`src/rtl/sram_mem_stage.sv`:
```
// MEM-stage controller: 32-bit LDR/STR as two halfword accesses to async SRAM.
// Optional address fault check enabled by defining SRAM_ADDR_CHECK_EN.
module sram_mem_stage #(
  parameter int          WAIT_CYCLES = 1,
  parameter logic [31:0] ADDR_BASE   = 32'd1024
) (
  input  logic        clk,
  input  logic        rst_n,
  input  logic        rd_en,
  input  logic        wr_en,
  input  logic [31:0] address,
  input  logic [31:0] st_val,
  output logic        ready,
  output logic [31:0] read_data,
  output logic        addr_err,
  output logic [17:0] sram_addr,
  output logic [15:0] sram_dq_out,
  input  logic [15:0] sram_dq_in,
  output logic        sram_dq_oe,
  output logic        sram_we_n
);

  typedef enum logic [1:0] {
    IDLE,
    LO,
    HI,
    DONE
  } state_t;

  localparam logic [3:0] WC = 4'(WAIT_CYCLES);

  state_t      state;
  logic [3:0]  cnt;
  logic        wr_q;
  logic [16:0] word_q;
  logic [15:0] st_hi_q;
  logic [15:0] lo_q;
  logic [31:0] off;
  logic        req;
  logic        fault;
  logic        phase_end;

  assign off       = address - ADDR_BASE;
  assign req       = rd_en | wr_en;
  assign phase_end = (cnt == WC);

`ifdef SRAM_ADDR_CHECK_EN
  logic err_q;
  assign fault    = (address < ADDR_BASE) | (address[1:0] != 2'b00) |
                    (off[31:19] != 13'd0);
  assign addr_err = err_q;
`else
  logic unused_off;
  assign unused_off = ^{off[31:19], off[1:0]};
  assign fault      = 1'b0;
  assign addr_err   = 1'b0;
`endif

  always_comb begin
    ready = 1'b0;
    unique case (state)
      IDLE:    ready = ~req;
      DONE:    ready = 1'b1;
      default: ready = 1'b0;
    endcase
  end

  always_ff @(posedge clk or negedge rst_n) begin
    if (!rst_n) begin
      state       <= IDLE;
      cnt         <= 4'd0;
      wr_q        <= 1'b0;
      word_q      <= 17'd0;
      st_hi_q     <= 16'd0;
      lo_q        <= 16'd0;
      read_data   <= 32'd0;
      sram_addr   <= 18'd0;
      sram_dq_out <= 16'd0;
      sram_dq_oe  <= 1'b0;
      sram_we_n   <= 1'b1;
`ifdef SRAM_ADDR_CHECK_EN
      err_q       <= 1'b0;
`endif
    end else begin
      unique case (state)
        IDLE: begin
          cnt <= 4'd0;
          if (req) begin
            wr_q    <= wr_en;
            word_q  <= off[18:2];
            st_hi_q <= st_val[31:16];
            if (fault) begin
              state <= DONE;
`ifdef SRAM_ADDR_CHECK_EN
              err_q <= 1'b1;
`endif
            end else begin
              state      <= LO;
              sram_addr  <= {off[18:2], 1'b0};
              sram_dq_oe <= wr_en;
              sram_we_n  <= ~wr_en;
              if (wr_en) sram_dq_out <= st_val[15:0];
            end
          end
        end
        LO: begin
          if (phase_end) begin
            cnt       <= 4'd0;
            state     <= HI;
            sram_addr <= {word_q, 1'b1};
            if (wr_q) sram_dq_out <= st_hi_q;
            else      lo_q        <= sram_dq_in;
          end else begin
            cnt <= cnt + 4'd1;
          end
        end
        HI: begin
          if (phase_end) begin
            cnt        <= 4'd0;
            state      <= DONE;
            sram_we_n  <= 1'b1;
            sram_dq_oe <= 1'b0;
            if (!wr_q) read_data <= {sram_dq_in, lo_q};
          end else begin
            cnt <= cnt + 4'd1;
          end
        end
        DONE: begin
          state <= IDLE;
`ifdef SRAM_ADDR_CHECK_EN
          err_q <= 1'b0;
`endif
        end
      endcase
    end
  end

endmodule

```
`config.mk`:
```
export PLATFORM = sky130hd
export DESIGN_NAME = sram_mem_stage
export DESIGN_NICKNAME = d
export VERILOG_FILES = /design/src/rtl/sram_mem_stage.sv
export SDC_FILE = /design/constraint.sdc
export NUM_CORES = 1
export LEC_CHECK = 0
export CORE_MARGIN = 2
export CORE_UTILIZATION = 43
export CTS_CLUSTER_SIZE = 16
export DETAILED_ROUTE_END_ITERATION = 10
export PLACE_DENSITY = 0.8
export SETUP_SLACK_MARGIN = 0.02
export SYNTH_ARGS = -nofsm -noshare
export SYNTH_HDL_FRONTEND = slang
export SYNTH_SLANG_ARGS = --single-unit
```
`constraint.sdc`:
```
create_clock -name clk -period 2.1 [get_ports clk]
set_clock_uncertainty 0.05 [all_clocks]
set_input_delay 0.315 -clock clk [delete_from_list [all_inputs] [get_ports clk]]
set_output_delay 0.315 -clock clk [all_outputs]
set_load 0.005 [all_outputs]
```
==> results.yml <==
power_and_ir_drop:
  max-vdd-ir-drop_v: 0.000794
  power_density_nw_per_um2: 1640
  power_leakage_uw: 0.00334
  p_total_uw: 12800
placed_design:
  dp_cells: 719
  place_ws_ns: -0.0510
  gp_congestion: 0.779
  port_buffers: 137
  place_hpwl_mm: 8.40
global_routing:
  antenna_found_initial: 0
  grt_max_degree: 51
  grt.overflow.total: 0
  grt_pass1_wl_mm: 19.6
  first_global_vias: 4099
  track_usage: 0.191
logic_synthesis:
  synth_mux_area_frac: 0.202
  ys_seq_area_frac: 0.579
  synth_commonest_cells: "dfrtp_1, mux2_2, nand2_1"
  syn_nets: 514
  synth_top_area_cell: "dfrtp_1"
  synth_xor_area_frac: 0.0114
  synth.distinct_cells: 47
  synth_compound_area_frac: 0.0759
  synth_most_common_cell: "dfrtp_1"
  synthAdderAreaFrac: 0.0187
  synth_top_family_by_area: "multiplexers"
  synth.avg_cell_area_um2: 12.7
  synth-main-ff-cell: "dfrtp_1"
  synth_warnings: 0
  synth.top_cell.area_share: 0.574
  synth_edf_count: 0
  synth_area_um2: 5360
  synthSimpleGateAreaFrac: 0.0768
  async_flop_share: 1.00
  ys_ff_latch: 124
  synth_area_leaders: "dfrtp_1, mux2_2, mux2i_1"
  syn_inst: 422
run:
  maxCapViolCount: 0
floorplan:
  rows: 40
  chipWidth_um: 116
  dieArea_um2: 13400
  start_util: 0.442
  die_h_um: 116
  coreArea_um2: 12100
  io-pin-count: 154
layout:
  drive_gt1_frac: 0.254
  stdcell_count: 759
  fill_cells: 929
  fin_nets: 670
  syn_to_final_growth_pct: 45.1
  regArea_um2: 3100
  multi_input_area_um2: 2110
  antennaDiodeCount: 0
  utilization: 0.642
worst_setup_path:
  rr_worst_depth: 7
  critPathRequiredTime_ns: 2.34
  crit_path_max_fanout: 16
  r2r-start: "cnt[1]"
  cp-start-kind: "flip-flop"
  crit_path_top_delay_cell: "or3b_4"
  worstPathCellList: "inv_2 > ha_2 > or3b_4 > nor2_8 > nand2_4 > clkbuf_16 > mux2_2"
  critical_path_class: "flip-flop to flip-flop"
  slowest_delay_ns: 0.47
  endpoint_kind: "flip-flop"
  cp.arrival_ns: 2.26
  r2r-end: "read_data[10]"
  r2r_slack_ns: 0.08
status:
  status: "finished clean"
clock_tree:
  cts_buffers: 17
  cts_max_path_buffers: 2
  cts_tree: "built"
  path_clk_slew_ns: 0.05
  numClockSinks: 124
  clockRootBuffer: "clkbuf_16"
  insertion_delay_ns: 0.41
  htreeDepth: 4
timing:
  rsz0062_at_grt: "false"
  setup_viol: 0
  timing.final.crit_share: 0.964
  post-route-min-period_ns: 2.02
  finalSetupTns_ns: 0
  report.final.hold_viol_count: 0
  setup_ws_ns: 0.0762
  clock.fmax_mhz: 494
  finalMaxSlewViolations: 0
route:
  wl_per_cell_um: 16.0
  viasPerCell: 4.99
  finalWirelength_mm: 12.1
  postRouteAntennaNets: 0
  route.detailed.drc: 0
  first_iter_violations: 160
  drt_pass1_iterations: 4
  vias: 3789
min_path:
  min_path_type: "primary input to asynchronous set/reset pin"
[how the worst max path moves through the flow]
stage / from / end / slack, ns / cells after the start
global placement: cnt[1] / read_data[15] / 0.03 / 7
finish: cnt[1] / read_data[10] / 0.08 / 7
detailed placement: cnt[1] / read_data[20] / -0.05 / 7
global route: cnt[0] / read_data[17] / 0.03 / 6
floorplan: cnt[1] / sram_addr[16] / 0.16 / 9
CTS: cnt[1] / sram_addr[3] / 0.07 / 7
[flip-flops by register name (all words and copies together), names as in the netlist]
signal       flops
read_data       32
sram_addr       18
word_q          17
lo_q            16
sram_dq_out     16
st_hi_q         16
cnt              4
state            2
sram_dq_oe       1
sram_we_n        1
wr_q             1
[layer usage]
layer	routed length [um]	vias to the layer above	part of all wire	GRT usage
li1	-	1783	-	-
met1	4950	1887	0.41	0.219
met2	6270	96	0.52	0.325
met3	584	23	0.048	0.0575
met4	333	0	0.027	0.0952
met5	0	-	0	0
[per-stage QoR]
step	instance area [um^2]	hold WS (ns)
3_3_place_gp	7000	0.255
5_1_grt	7770	0.405
4_1_cts	7700	0.375
6_report	7770	0.387
3_5_place_dp	7000	0.261
2_1_floorplan	5360	-0.0306
[cells by family (layout without fill, tap and decap cells)]
group | Yosys count | in the layout
and+or+nand+nor | 87 | 87
adders and majority gates | 8 | 8
muxes | 99 | 99
buffers and inverters | 32 | 201
xor gates and xnor gates | 7 | 7
other | 1 | 1
AOI/OAI and AO/OA | 64 | 64
DFF | 124 | 124
[report_power, final]
part / internal (uW) / total [uW] / switching, uW
clock: 2190 / 3210 / 1020
combinational: 3040 / 5260 / 2230
sequential: 3620 / 4280 / 660
total: 8850 / 12800 / 3900
[cell type report]
| type | count | share of cell area |
|---|---|---|
| clock buffer | 20 | 0.0600 |
| clock inverter | 12 | 0.0246 |
| inverter | 9 | 0.00435 |
| multi-input combinational | 266 | 0.271 |
| sequential | 124 | 0.399 |
| tap | 168 | 0.0270 |
| timing repair buffer | 160 | 0.214 |
[layout by cell type, fill, tap and decap left out, types with 6 or more instances in the layout]
cell type / Yosys / final
mux2i_1: 24 / 24
clkbuf_16: 0 / 19
inv_1: 9 / 6
buf_12: 0 / 7
a21oi_1: 22 / 22
mux2_1: 6 / 6
buf_4: 2 / 14
o21ai_2: 7 / 7
nand2_1: 38 / 38
o21ai_0: 17 / 17
nor2_1: 26 / 26
mux2_2: 69 / 69
dfrtp_1: 123 / 123
clkdlybuf4s50_1: 0 / 135
[what timing repair did]
action,4_1_cts,5_1_grt
hold buffers,1,0
gates resized for setup,4,7
endpoints found under the setup margin,51,7
setup buffers,3,2
pin swaps,0,2
hold endpoints to repair,33,0
cloned,0,2
[worst max-delay path: cells and delay by family (launching register included)]
family | cells | cell delay [ns]
and+or+nand+nor | 3 | 0.71
DFF | 1 | 0.41
buffers and inverters | 2 | 0.28
muxes | 1 | 0.28
adders and majority gates | 1 | 0.17
No activity file was read; power rests on OpenSTA's default activity.
